--- src/rtl/matmul_pkg.sv ---
// Shared types and indexing helpers for the matrix-multiply host and engine.
// Row-major element index: idx = row * n + col.
package matmul_pkg;

    localparam int unsigned MM_N  = 4;
    localparam int unsigned TOT   = MM_N * MM_N;
    localparam int unsigned CNT_W = $clog2(TOT + 1);

    typedef enum logic [2:0] {
        StLoadA,
        StLoadB,
        StRun,
        StRelease,
        StDrain
    } mm_state_t;

    function automatic int unsigned mm_row(input int unsigned idx, input int unsigned n);
        return idx / n;
    endfunction

    function automatic int unsigned mm_col(input int unsigned idx, input int unsigned n);
        return idx % n;
    endfunction

endpackage

--- src/rtl/mm_elem_buffer.sv ---
// N x N element store: indexed write and read by flat row-major index,
// plus a full-matrix parallel load and parallel output.
module mm_elem_buffer #(
    parameter int unsigned N      = 4,
    parameter int unsigned DATA_W = 32,
    parameter int unsigned CNT_W  = 5
) (
    input  logic                             clk,
    input  logic                             rst,
    input  logic                             i_wr_en,
    input  logic [CNT_W-1:0]                 i_wr_idx,
    input  logic [DATA_W-1:0]                i_wr_data,
    input  logic                             i_ld_en,
    input  logic [N-1:0][N-1:0][DATA_W-1:0]  i_ld_mat,
    input  logic [CNT_W-1:0]                 i_rd_idx,
    output logic [DATA_W-1:0]                o_rd_data,
    output logic [N-1:0][N-1:0][DATA_W-1:0]  o_mat
);
    import matmul_pkg::*;

    localparam int unsigned RowW = (N > 1) ? $clog2(N) : 1;

    logic [N-1:0][N-1:0][DATA_W-1:0] r_mem;
    logic [RowW-1:0] w_wr_row, w_wr_col, w_rd_row, w_rd_col;

    assign w_wr_row = RowW'(mm_row(32'(i_wr_idx), N));
    assign w_wr_col = RowW'(mm_col(32'(i_wr_idx), N));
    assign w_rd_row = RowW'(mm_row(32'(i_rd_idx), N));
    assign w_rd_col = RowW'(mm_col(32'(i_rd_idx), N));

    always_ff @(posedge clk) begin
        if (rst) begin
            r_mem <= '0;
        end else if (i_ld_en) begin
            r_mem <= i_ld_mat;
        end else if (i_wr_en) begin
            r_mem[w_wr_row][w_wr_col] <= i_wr_data;
        end
    end

    assign o_rd_data = r_mem[w_rd_row][w_rd_col];
    assign o_mat     = r_mem;

endmodule

--- src/rtl/matmul_stream_host.sv ---
// Streams A then B into buffers, runs the engine start/done handshake,
// captures C and streams it back out row-major with a last marker.
module matmul_stream_host #(
    parameter int unsigned N      = 4,
    parameter int unsigned DATA_W = 32
) (
    input  logic                             clk,
    input  logic                             rst,
    input  logic                             in_valid,
    output logic                             in_ready,
    input  logic [DATA_W-1:0]                in_data,
    output logic                             out_valid,
    input  logic                             out_ready,
    output logic [DATA_W-1:0]                out_data,
    output logic                             out_last,
    output logic                             eng_start,
    output logic [N-1:0][N-1:0][DATA_W-1:0]  eng_a,
    output logic [N-1:0][N-1:0][DATA_W-1:0]  eng_b,
    input  logic [N-1:0][N-1:0][DATA_W-1:0]  eng_c,
    input  logic                             eng_done,
    output logic                             busy
);
    import matmul_pkg::*;

    localparam int unsigned     Tot     = N * N;
    localparam int unsigned     CntW    = $clog2(Tot + 1);
    localparam logic [CntW-1:0] LastIdx = CntW'(Tot - 1);

    mm_state_t       r_state, w_state_nxt;
    logic [CntW-1:0] r_cnt, w_cnt_nxt;
    logic            r_start;
    logic            w_a_we, w_b_we, w_c_ld;
    logic [DATA_W-1:0] w_c_rd, w_unused_a_rd, w_unused_b_rd;
    logic [N-1:0][N-1:0][DATA_W-1:0] w_unused_c_mat;

    always_ff @(posedge clk) begin
        if (rst) begin
            r_state <= StLoadA;
            r_cnt   <= '0;
            r_start <= 1'b0;
        end else begin
            r_state <= w_state_nxt;
            r_cnt   <= w_cnt_nxt;
            r_start <= (w_state_nxt == StRun);
        end
    end

    always_comb begin
        w_state_nxt = r_state;
        w_cnt_nxt   = r_cnt;
        in_ready    = 1'b0;
        out_valid   = 1'b0;
        w_c_ld      = 1'b0;
        unique case (r_state)
            StLoadA, StLoadB: begin
                in_ready = 1'b1;
                if (in_valid) begin
                    if (r_cnt == LastIdx) begin
                        w_cnt_nxt   = '0;
                        w_state_nxt = (r_state == StLoadA) ? StLoadB : StRun;
                    end else begin
                        w_cnt_nxt = r_cnt + CntW'(1);
                    end
                end
            end
            StRun: begin
                // A done level already high on entry counts as completion.
                if (eng_done) begin
                    w_c_ld      = 1'b1;
                    w_state_nxt = StRelease;
                end
            end
            StRelease: begin
                if (!eng_done) begin
                    w_state_nxt = StDrain;
                    w_cnt_nxt   = '0;
                end
            end
            StDrain: begin
                out_valid = 1'b1;
                if (out_ready) begin
                    if (r_cnt == LastIdx) begin
                        w_cnt_nxt   = '0;
                        w_state_nxt = StLoadA;
                    end else begin
                        w_cnt_nxt = r_cnt + CntW'(1);
                    end
                end
            end
            default: w_state_nxt = StLoadA;
        endcase
    end

    assign w_a_we    = in_valid && (r_state == StLoadA);
    assign w_b_we    = in_valid && (r_state == StLoadB);
    assign out_data  = out_valid ? w_c_rd : '0;
    assign out_last  = out_valid && (r_cnt == LastIdx);
    assign eng_start = r_start;
    assign busy      = !((r_state == StLoadA) && (r_cnt == '0));

    mm_elem_buffer #(.N(N), .DATA_W(DATA_W), .CNT_W(CntW)) u_buf_a (
        .clk       (clk),
        .rst       (rst),
        .i_wr_en   (w_a_we),
        .i_wr_idx  (r_cnt),
        .i_wr_data (in_data),
        .i_ld_en   (1'b0),
        .i_ld_mat  ('0),
        .i_rd_idx  (r_cnt),
        .o_rd_data (w_unused_a_rd),
        .o_mat     (eng_a)
    );

    mm_elem_buffer #(.N(N), .DATA_W(DATA_W), .CNT_W(CntW)) u_buf_b (
        .clk       (clk),
        .rst       (rst),
        .i_wr_en   (w_b_we),
        .i_wr_idx  (r_cnt),
        .i_wr_data (in_data),
        .i_ld_en   (1'b0),
        .i_ld_mat  ('0),
        .i_rd_idx  (r_cnt),
        .o_rd_data (w_unused_b_rd),
        .o_mat     (eng_b)
    );

    mm_elem_buffer #(.N(N), .DATA_W(DATA_W), .CNT_W(CntW)) u_buf_c (
        .clk       (clk),
        .rst       (rst),
        .i_wr_en   (1'b0),
        .i_wr_idx  ('0),
        .i_wr_data ('0),
        .i_ld_en   (w_c_ld),
        .i_ld_mat  (eng_c),
        .i_rd_idx  (r_cnt),
        .o_rd_data (w_c_rd),
        .o_mat     (w_unused_c_mat)
    );

endmodule

--- config.mk ---
export PLATFORM = sky130hd
export DESIGN_NAME = matmul_stream_host
export DESIGN_NICKNAME = d
export VERILOG_FILES = /design/src/rtl/matmul_pkg.sv /design/src/rtl/mm_elem_buffer.sv /design/src/rtl/matmul_stream_host.sv
export SDC_FILE = /design/constraint.sdc
export NUM_CORES = 2
export LEC_CHECK = 0
export BUFFER_PORTS_ARGS = -buffer_cell sky130_fd_sc_hd__buf_2
export CELL_PAD_IN_SITES_DETAIL_PLACEMENT = 1
export CELL_PAD_IN_SITES_GLOBAL_PLACEMENT = 2
export CORE_AREA = 2 2 627 629
export CTS_CLUSTER_SIZE = 40
export DETAILED_ROUTE_END_ITERATION = 8
export DIE_AREA = 0 0 629 631
export PLACE_DENSITY = 0.44
export RECOVER_POWER = 50
export REMOVE_ABC_BUFFERS = 1
export SETUP_SLACK_MARGIN = 0.02
export SYNTH_ARGS = -nofsm -noshare
export SYNTH_HDL_FRONTEND = slang
export SYNTH_SLANG_ARGS = --single-unit
export TNS_END_PERCENT = 100
--- constraint.sdc ---
create_clock -name clk -period 2.2 [get_ports clk]
set_input_delay 0.11 -clock clk [delete_from_list [all_inputs] [get_ports clk]]
set_output_delay 0.11 -clock clk [all_outputs]
set_load 0.05 [all_outputs]
==> impl_metrics.ini <==
[sta]
drv_slew = 0
setup_slack_ns = -0.7871
max_freq_ghz = 0.3348
setup_viol = 389
period_needed_ns = 2.987
rsz0062_at_grt = true
holdWs_ns = 0.07842
worstMarginPinSlew_ns = 1.104
min_period_over_period = 1.358
relSlewSlack = 0.2638
hold_viol = 0
skew_ns = 0.07026

[clock_network]
clock_latency_ns = 0.91
clock_path_buffers = 4
clkTransAtPathRegs_ns = 0.05
clock_sinks = 1545
htreeDepth = 4
cts_tree = yes
numCtsBuffers = 201
root_buffer = clkbuf_16

[drt]
via_count = 59830
drc = 0
totalWireLength_mm = 387.7
avgRoutedWirePerCell_um = 26.15
drt_iter0_drc = 2875
routed_via_density = 4.035
ant_nets = 0
firstDrtPassIters = 5

[critical_path]
path_max_fanout = 14
crit_arrival_ns = 2.88
start_kind = register
crit_type = reg -> out
crit_required_ns = 2.09
cp-end-kind = output pin

[outcome]
status = complete, but fails checks
violations = setup timing

[global_route]
grt_util_all_layers = 0.1855
grt_pass1_vias = 61230
grt_overflow_total = 0
grt_pass1_wl_mm = 521.2
grt_max_degree = 111
antenna_found_initial = 71

[layout]
nNetsFinal = 9992
areaGrowthSynthToFinish_pct = 52.45
drive_above_1_share = 0.1661
stdcell_count = 14830
nFillCells = 46500

[logic_synthesis]
ys_async_sr_fraction = 0
yosysUniqueCellTypes = 44
syn-cell-area_um2 = 58060
synth-edff-count = 0
ys_seq_elements = 1545
synth_ff_type = dfxtp_1
synthCells = 7162
synth-seq-area-share = 0.5327
yosys_warnings = 0
syn_area_per_cell_um2 = 8.107

[place]
dp_hpwl_mm = 273.6
place_inst = 13670
preCtsSetupSlack_ns = -0.5224
place_congestion = 0.8110
io_buffer_count = 1609

[power_and_ir_drop]
power_w = 0.06541
ir_drop_v = 0.0005290
power_leakage_nw = 29.73
power_per_cell_area_nw_per_um2 = 739.0

[die]
dieArea_um2 = 396900
row_count = 230
start_util = 0.1486
die_w_um = 629
io_pins = 1610
core_area_um2 = 390800
die_y_um = 631

[job]
maxCapViolations = 0

[hold_path]
hp-class = in -> reg
==> worst max-delay path, cell delays in order (launching register included) <==
cell	delay, ns
dfxtp_2	0.32
or3b_4	0.48
buf_6	0.16
nor3_4	0.25
clkbuf_16	0.26
a22oi_2	0.09
nand2_2	0.14
buf_6	0.14
buf_12	0.13
==> where the power goes <==
group	switching (W)	internal, W
combinational	0.00285	0.00182
sequential	0.0000581	0.0281
clock	0.0139	0.0187
==> final timing paths <==
path	cells after the start	slack (ns)	to	startpoint
worst min register to register	2	0.45	u_buf_a.o_mat[56]	u_buf_a.o_mat[56]
worst max-delay path	8	-0.79	out_data[19]	r_state[1]
worst max register to register	7	-0.16	u_buf_b.o_mat[502]	r_cnt[3]
worst min-delay path	4	0.08	u_buf_c.o_mat[77]	eng_c[77]
==> logic make-up (layout without fill, tap and decap cells) <==
logic type                 after synthesis  in the layout  synth area share
and+or+nand+nor                       3223           3224            0.2173
AOI/OAI and AO/OA                     1611           1611            0.1421
DFF                                   1545           1545            0.5327
buffers and inverters                  647           3067           0.05661
muxes                                  132            132           0.05038
adders and majority gates                4              4         0.0008620
other                                    0             26                 0
==> cell usage after synthesis, types with 4 or more instances <==
cell type	instances	share of area
a22oi_1	60	0.0078
buf_2	140	0.012
clkbuf_1	370	0.024
nor2_1	9	0.00058
buf_4	80	0.010
nand2_1	3104	0.20
ha_1	4	0.00086
nor3_2	25	0.0043
nand2b_1	6	0.00065
inv_1	6	0.00039
nand3_1	36	0.0031
mux4_2	128	0.050
nor3_4	12	0.0034
a21oi_1	1539	0.13
nor2b_1	6	0.00065
dfxtp_1	1545	0.53
buf_6	51	0.0099
==> sequential cells by signal (all words and copies together), names as in the netlist <==
register,cells
u_buf_a.o_mat,512
u_buf_b.o_mat,512
u_buf_c.o_mat,512
r_cnt,5
r_state,3
eng_start,1
==> area by class of cell <==
class                   instances  area (um^2)  share of cell area
flip-flops and latches       1545        30940              0.3496
multi-input cells            4971        24440              0.2761
repair buffers               2714        20200              0.2282
well taps                    5220         6531             0.07379
clock buffers                 312         5941             0.06712
clock inverters                35        372.9            0.004212
diodes                         26        65.06           0.0007350
inverters                       6        25.02           0.0002827
==> per-stage QoR <==
| step | area [um^2] | TNS, ns | utilization |
|---|---|---|---|
| finish | 88510 | -41.80 | 0.2265 |
| global route | 88480 | -201.04 | 0.2264 |
| floorplan | 54800 | - | - |
| CTS | 89130 | -27.81 | 0.2281 |
| detailed placement | 74510 | -2.203 | 0.1907 |
| global placement | 74510 | -2.445 | 0.1907 |
==> per-layer routing <==
| layer | track usage | part of all wire | routed length [um] | vias to the layer above |
|---|---|---|---|---|
| met4 | 0.05782 | 0.040 | 15340 | 62 |
| met5 | 0 | 0.0010 | 388 | - |
| met2 | 0.3366 | 0.50 | 194700 | 1605 |
| met1 | 0.2199 | 0.41 | 158800 | 29710 |
| met3 | 0.03356 | 0.048 | 18570 | 515 |
| li1 | - | - | - | 27940 |
==> timing repair <==
action | 4_1_cts | 5_1_grt
endpoints found under the setup margin | 87 | 507
hold endpoints to repair | 1432 | 0
setup buffers | 34 | 16
hold buffers | 732 | 0
gates cloned | 6 | 9
pin swaps | 26 | 29
gates resized for setup | 118 | 85
==> cells in the final DEF (no fill, tap or decap), types with 26 or more instances in the layout <==
| cell | Yosys | routed |
|---|---|---|
| a21oi_1 | 1539 | 1539 |
| a22oi_2 | 0 | 44 |
| buf_12 | 0 | 198 |
| buf_2 | 140 | 545 |
| buf_4 | 80 | 144 |
| clkbuf_1 | 370 | 1006 |
| clkbuf_16 | 0 | 211 |
| clkbuf_2 | 0 | 82 |
| clkbuf_8 | 0 | 43 |
| dfxtp_1 | 1545 | 1539 |
| diode_2 | 0 | 26 |
| dlygate4sd3_1 | 0 | 732 |
| mux4_2 | 128 | 128 |
| nand2_1 | 3104 | 3079 |
| nor3_4 | 12 | 33 |
(Power assumes the default switching activity.)
